**config.mk**
```make
export PLATFORM = sky130hd
export DESIGN_NAME = pipe_adder
export DESIGN_NICKNAME = d
export VERILOG_FILES = /design/src/rtl/pipe_adder.sv
export SDC_FILE = /design/constraint.sdc
export NUM_CORES = 1
export LEC_CHECK = 0
export ABC_CLOCK_PERIOD_IN_PS = 4700
export CELL_PAD_IN_SITES_DETAIL_PLACEMENT = 0
export CELL_PAD_IN_SITES_GLOBAL_PLACEMENT = 2
export CORE_MARGIN = 4
export CORE_UTILIZATION = 47
export DETAILED_ROUTE_END_ITERATION = 16
export DONT_BUFFER_PORTS = 1
export PLACE_DENSITY_LB_ADDON = 0.25
export SETUP_SLACK_MARGIN = 0.1
export SKIP_CTS_REPAIR_TIMING = 1
export SLEW_MARGIN = 40
export SYNTH_ARGS = -nofsm -noshare
export SYNTH_HDL_FRONTEND = slang
export SYNTH_SLANG_ARGS = --single-unit
```
**constraint.sdc**
```tcl
create_clock -name clk -period 4.7 [get_ports clk]
set_input_delay 0.94 -clock clk [delete_from_list [all_inputs] [get_ports clk]]
set_output_delay 0.94 -clock clk [all_outputs]
set_load 0.03 [all_outputs]
```
**src/rtl/pipe_adder.sv**
```systemverilog
// pipe_adder: elastic pipelined adder/subtractor, one CHUNK-bit slice per stage, carry registered between stages.
// Define PIPE_ADDER_SAT_EN to add the sat port and signed saturation of the final sum.
module pipe_adder #(
  parameter int WIDTH = 16,
  parameter int CHUNK = 4
) (
  input  logic             clk,
  input  logic             rst,
  input  logic             in_valid,
  output logic             in_ready,
  input  logic [WIDTH-1:0] a,
  input  logic [WIDTH-1:0] b,
  input  logic             sub,
`ifdef PIPE_ADDER_SAT_EN
  input  logic             sat,
`endif
  output logic             out_valid,
  input  logic             out_ready,
  output logic [WIDTH-1:0] sum,
  output logic             carry,
  output logic             overflow
);

  localparam int STAGES = WIDTH / CHUNK;

  if (CHUNK < 1 || WIDTH < CHUNK || (WIDTH % CHUNK) != 0) begin : g_bad_cfg
    $error("pipe_adder: WIDTH must be a positive multiple of CHUNK");
  end

  typedef struct packed {
    logic [WIDTH-1:0] a;    // only the slices not yet added matter
    logic [WIDTH-1:0] b;    // already inverted for subtraction
    logic [WIDTH-1:0] res;  // slices 0..i are final
    logic             cy;   // carry out of this stage's slice
    logic             sub;
    logic             sat;
  } stage_t;

  stage_t            st_q [STAGES];
  stage_t            up   [STAGES];
  stage_t            st_d [STAGES];
  logic [CHUNK:0]    part [STAGES];
  logic [STAGES-1:0] vld_q;
  logic [STAGES-1:0] up_vld;
  logic [STAGES-1:0] load;
  logic              msb_cin;
  logic              ovf_d;
  logic              ovf_q;

`ifdef PIPE_ADDER_SAT_EN
  localparam logic [WIDTH-1:0] SAT_NEG = WIDTH'(1) << (WIDTH - 1);
  localparam logic [WIDTH-1:0] SAT_POS = ~SAT_NEG;
`endif

  // A stage may load when it or any stage below it is empty, or the output drains this cycle.
  always_comb begin
    for (int i = 0; i < STAGES; i++) begin
      load[i] = out_ready || (|(~vld_q >> i));
    end
  end

  assign in_ready = !rst && load[0];

  // NOTE: every variable written here gets a value on every path, so no latch is inferred.
  always_comb begin
    up[0]     = '0;
    up[0].a   = a;
    up[0].b   = sub ? ~b : b;
    up[0].cy  = sub;
    up[0].sub = sub;
`ifdef PIPE_ADDER_SAT_EN
    up[0].sat = sat;
`endif
    up_vld[0] = in_valid;
    for (int i = 1; i < STAGES; i++) begin
      up[i]     = st_q[i-1];
      up_vld[i] = vld_q[i-1];
    end

    for (int i = 0; i < STAGES; i++) begin
      part[i] = {1'b0, up[i].a[i*CHUNK +: CHUNK]}
              + {1'b0, up[i].b[i*CHUNK +: CHUNK]}
              + {{CHUNK{1'b0}}, up[i].cy};
      st_d[i]                      = up[i];
      st_d[i].res[i*CHUNK +: CHUNK] = part[i][CHUNK-1:0];
      st_d[i].cy                   = part[i][CHUNK];
    end

    // Carry into the MSB is recovered from its sum bit: s = a ^ b ^ cin.
    msb_cin = part[STAGES-1][CHUNK-1] ^ up[STAGES-1].a[WIDTH-1] ^ up[STAGES-1].b[WIDTH-1];
    ovf_d   = msb_cin ^ part[STAGES-1][CHUNK];

`ifdef PIPE_ADDER_SAT_EN
    if (up[STAGES-1].sat && ovf_d) begin
      st_d[STAGES-1].res = st_d[STAGES-1].res[WIDTH-1] ? SAT_POS : SAT_NEG;
    end
`endif
  end

  // NOTE: sequential state uses non-blocking assignments so every stage samples pre-edge values.
  always_ff @(posedge clk or posedge rst) begin
    if (rst) begin
      // NOTE: the stage data registers are reset too, because sum/carry/overflow must read 0 in reset.
      vld_q <= '0;
      ovf_q <= 1'b0;
      for (int i = 0; i < STAGES; i++) begin
        st_q[i] <= '0;
      end
    end else begin
      for (int i = 0; i < STAGES; i++) begin
        if (load[i]) begin
          vld_q[i] <= up_vld[i];
          if (up_vld[i]) begin
            st_q[i] <= st_d[i];
          end
        end
      end
      if (load[STAGES-1] && up_vld[STAGES-1]) begin
        ovf_q <= ovf_d;
      end
    end
  end

  assign out_valid = vld_q[STAGES-1];
  assign sum       = st_q[STAGES-1].res;
  assign carry     = st_q[STAGES-1].cy;
  assign overflow  = ovf_q;

endmodule
```
==> results.json <==
{
  "wirelength_mm": 6.73,
  "post-route-drc-count": 0,
  "setup.worst_path.start_class": "flip-flop",
  "crit_slowest_cell": "dfrtp_1",
  "fin_crit_ns": 2.55,
  "yosys.area_share.simple_pct": 4.64,
  "vias_per_cell": 5.15,
  "initial_core_util_pct": 48.1,
  "regArea_um2": 2430,
  "placedCellCount": 426,
  "worstPathRequired_ns": 3.76,
  "synth_cell_types": 33,
  "rows": 35,
  "arrival_ns": 1.61,
  "syn_inst": 339,
  "coreArea_um2": 9200,
  "clk_latency_ns": 0.35,
  "synthAdderAreaFrac_pct": 6.56,
  "cts_sinks": 97,
  "relSlewSlack_pct": 52.6,
  "max_freq_ghz": 0.393,
  "grt_max_degree": 65,
  "multi_input_area_um2": 1760,
  "n_antenna_cell": 0,
  "first_iter_violations": 34,
  "holdWs_ns": 0.485,
  "status": "complete, no violations",
  "synth_warnings": 0,
  "avgSynthCellArea_um2": 13.0,
  "peakVddDrop_v": 0.000206,
  "first_global_vias": 2351,
  "p_leak_nw": 2.10,
  "critPathBufInv": 0,
  "cp_top_family": "simple AND/OR/NAND/NOR gates",
  "path_class": "reg2out",
  "muxShareOfSynthArea_pct": 16.9,
  "dr.pass1.iters": 4,
  "synthTopCellsByArea": "dfrtp_1 55%, mux2_2 17%, ha_1 3.4%, fa_1 3.2%, buf_4 3.1%",
  "synthesis.nets": 395,
  "antenna_found_initial": 0,
  "synth_area_um2": 4420,
  "syn_to_final_growth_pct": 5.07,
  "rsz0062_at_grt": "false",
  "synth_seq_area_share_pct": 54.9,
  "synth_top_area_share_pct": 54.9,
  "drv_slew": 0,
  "path_clk_slew_ns": 0.10,
  "post-route-period-util_pct": 54.2,
  "synth_xor_area_share_pct": 4.56,
  "hpwl_mm": 4.86,
  "setup_viol": 0,
  "die-area_um2": 11000,
  "cpPeakStageDelay_ns": 0.54,
  "fin_setup_tns_ns": 0,
  "cpMostUsedCell": "nor2_1",
  "gp_congestion": 0.743,
  "cap_violations": 0,
  "fin_cells": 442,
  "clockBufferDepth": 2,
  "p_per_area_nw_per_um2": 585,
  "cp-end-kind": "output port",
  "wl_per_cell_um": 15.2,
  "critPathMaxFanout": 5,
  "grt_pass1_wl_mm": 12.0,
  "nets": 382,
  "worst_pin_slew_ns": 0.709,
  "port_buffers": 0,
  "clockRootBuffer": "clkbuf_8",
  "htree_levels": 3,
  "vias": 2277,
  "overflow": 0,
  "synth_compound_area_share_pct": 7.02,
  "hold_path_class": "reg2reg",
  "cts_buffers": 9,
  "cts_tree": "yes",
  "die_w_um": 105,
  "fin_skew_ns": 0.0112,
  "ioPinCount": 57,
  "die_y_um": 105,
  "nFillCells": 841,
  "crit_chain": "nand4b_4 -> nor2_1 -> nor2_1",
  "yosysTopAreaCell": "dfrtp_1",
  "track_usage_pct": 13.7,
  "finalHoldViolations": 0,
  "ys_seq_elements": 97,
  "synth_top_family_by_area": "multiplexers",
  "fin_util_pct": 50.5,
  "drive_gt1_share_pct": 28.1,
  "ant_nets": 0
}
[power by group]
part           total (mW)  internal (mW)  switching, mW  leakage (nW)
combinational       0.706          0.394          0.312         0.837
sequential           1.46           1.12          0.341          1.16
clock               0.551          0.262          0.290        0.0985
[final timing paths]
check | start | to | slack (ns) | cells after the start
setup / recovery | vld_q[3] | in_ready | 2.15 | 3
hold / removal | st_d[12] | st_d[12] | 0.49 | 2
setup reg to reg | st_q[53] | overflow | 2.69 | 6
hold reg to reg | st_d[12] | st_d[12] | 0.49 | 2
max in group asynchronous | rst | st_q[53] | 3.35 | 2
min in group asynchronous | rst | sum[2] | 0.50 | 1
[registers in the layout (all words and copies together) (netlist names)]
signal,cells
carry,1
overflow,1
st_d,72
st_q,3
sum,16
vld_q,4
[logic make-up after synthesis]
family,Yosys count
DFF,97
AOI/OAI and AO/OA,49
adders and majority gates,19
and+or+nand+nor,44
xor gates and xnor gates,23
muxes,66
buffers and inverters,41
[area by class of cell]
class                   count  share of cell area (%)
clock buffers              10                    2.96
clock inverters             6                    1.45
inverters                  12                    1.08
multi-input cells         201                    37.9
flip-flops and latches     97                    52.2
well taps                 111                    2.99
repair buffers              5                    1.40
[placed cells by master, fill, tap and decap left out, drive strengths merged, types with 3 or more instances in the layout]
master  synthesis  routed
dfrtp          97      97
mux2           66      66
nand2          29      29
o21ai          25      25
xnor2          14      14
ha             12      12
inv            12      12
clkbuf          1      10
xor2            9       9
a21oi           9       9
a21o            7       7
fa              7       7
nor2            6       6
buf            28       5
clkinv          0       3
[cells in the mapped netlist]
library cell  number
mux2_2            65
o21ai_0           24
a41o_1             1
nand3_1            1
a21oi_1            9
mux2_4             1
o21ai_4            1
buf_6              1
buf_4             18
o31ai_1            1
and3_1             2
buf_2              9
a21o_1             7
a2111oi_2          1
and2_1             1
a41oi_1            1
clkbuf_1           1
xor2_1             9
a221o_1            1
nand2_1           29
nand4b_4           1
o21bai_1           1
a211oi_1           1
nor2_1             6
xnor2_1           14
o211a_1            1
nand2b_1           2
fa_1               7
ha_1              12
nand3b_1           1
dfrtp_1           97
inv_1             12
or3_1              1
[worst reg2reg max path: cells and delay by family, from the launching register on]
kind / cells / cell delay, ns
AND/OR/NAND/NOR: 1 / 0.12
adder cells (fa/ha/maj): 2 / 0.89
flip-flops: 1 / 0.41
AO/OA/AOI/OAI: 3 / 0.49
[metal layers]
metal	vias up	global-route usage (%)	routed length [um]
met5	-	0	0
met4	0	5.90	136
met3	10	3.34	256
met2	49	17.4	2620
met1	1092	21.6	3720
li1	1126	-	-
[metrics by stage]
stage                     instance area, um2  power, mW  setup slack (ns)
after global routing                    4650       2.93              2.06
final                                   4650       2.72              2.15
after floorplan                         4420       2.12              1.23
after detailed placement                4440       2.20              2.17
after CTS                               4640       2.76              2.13
after global placement                  4390       2.18              2.10
(Power assumes the default switching activity.)
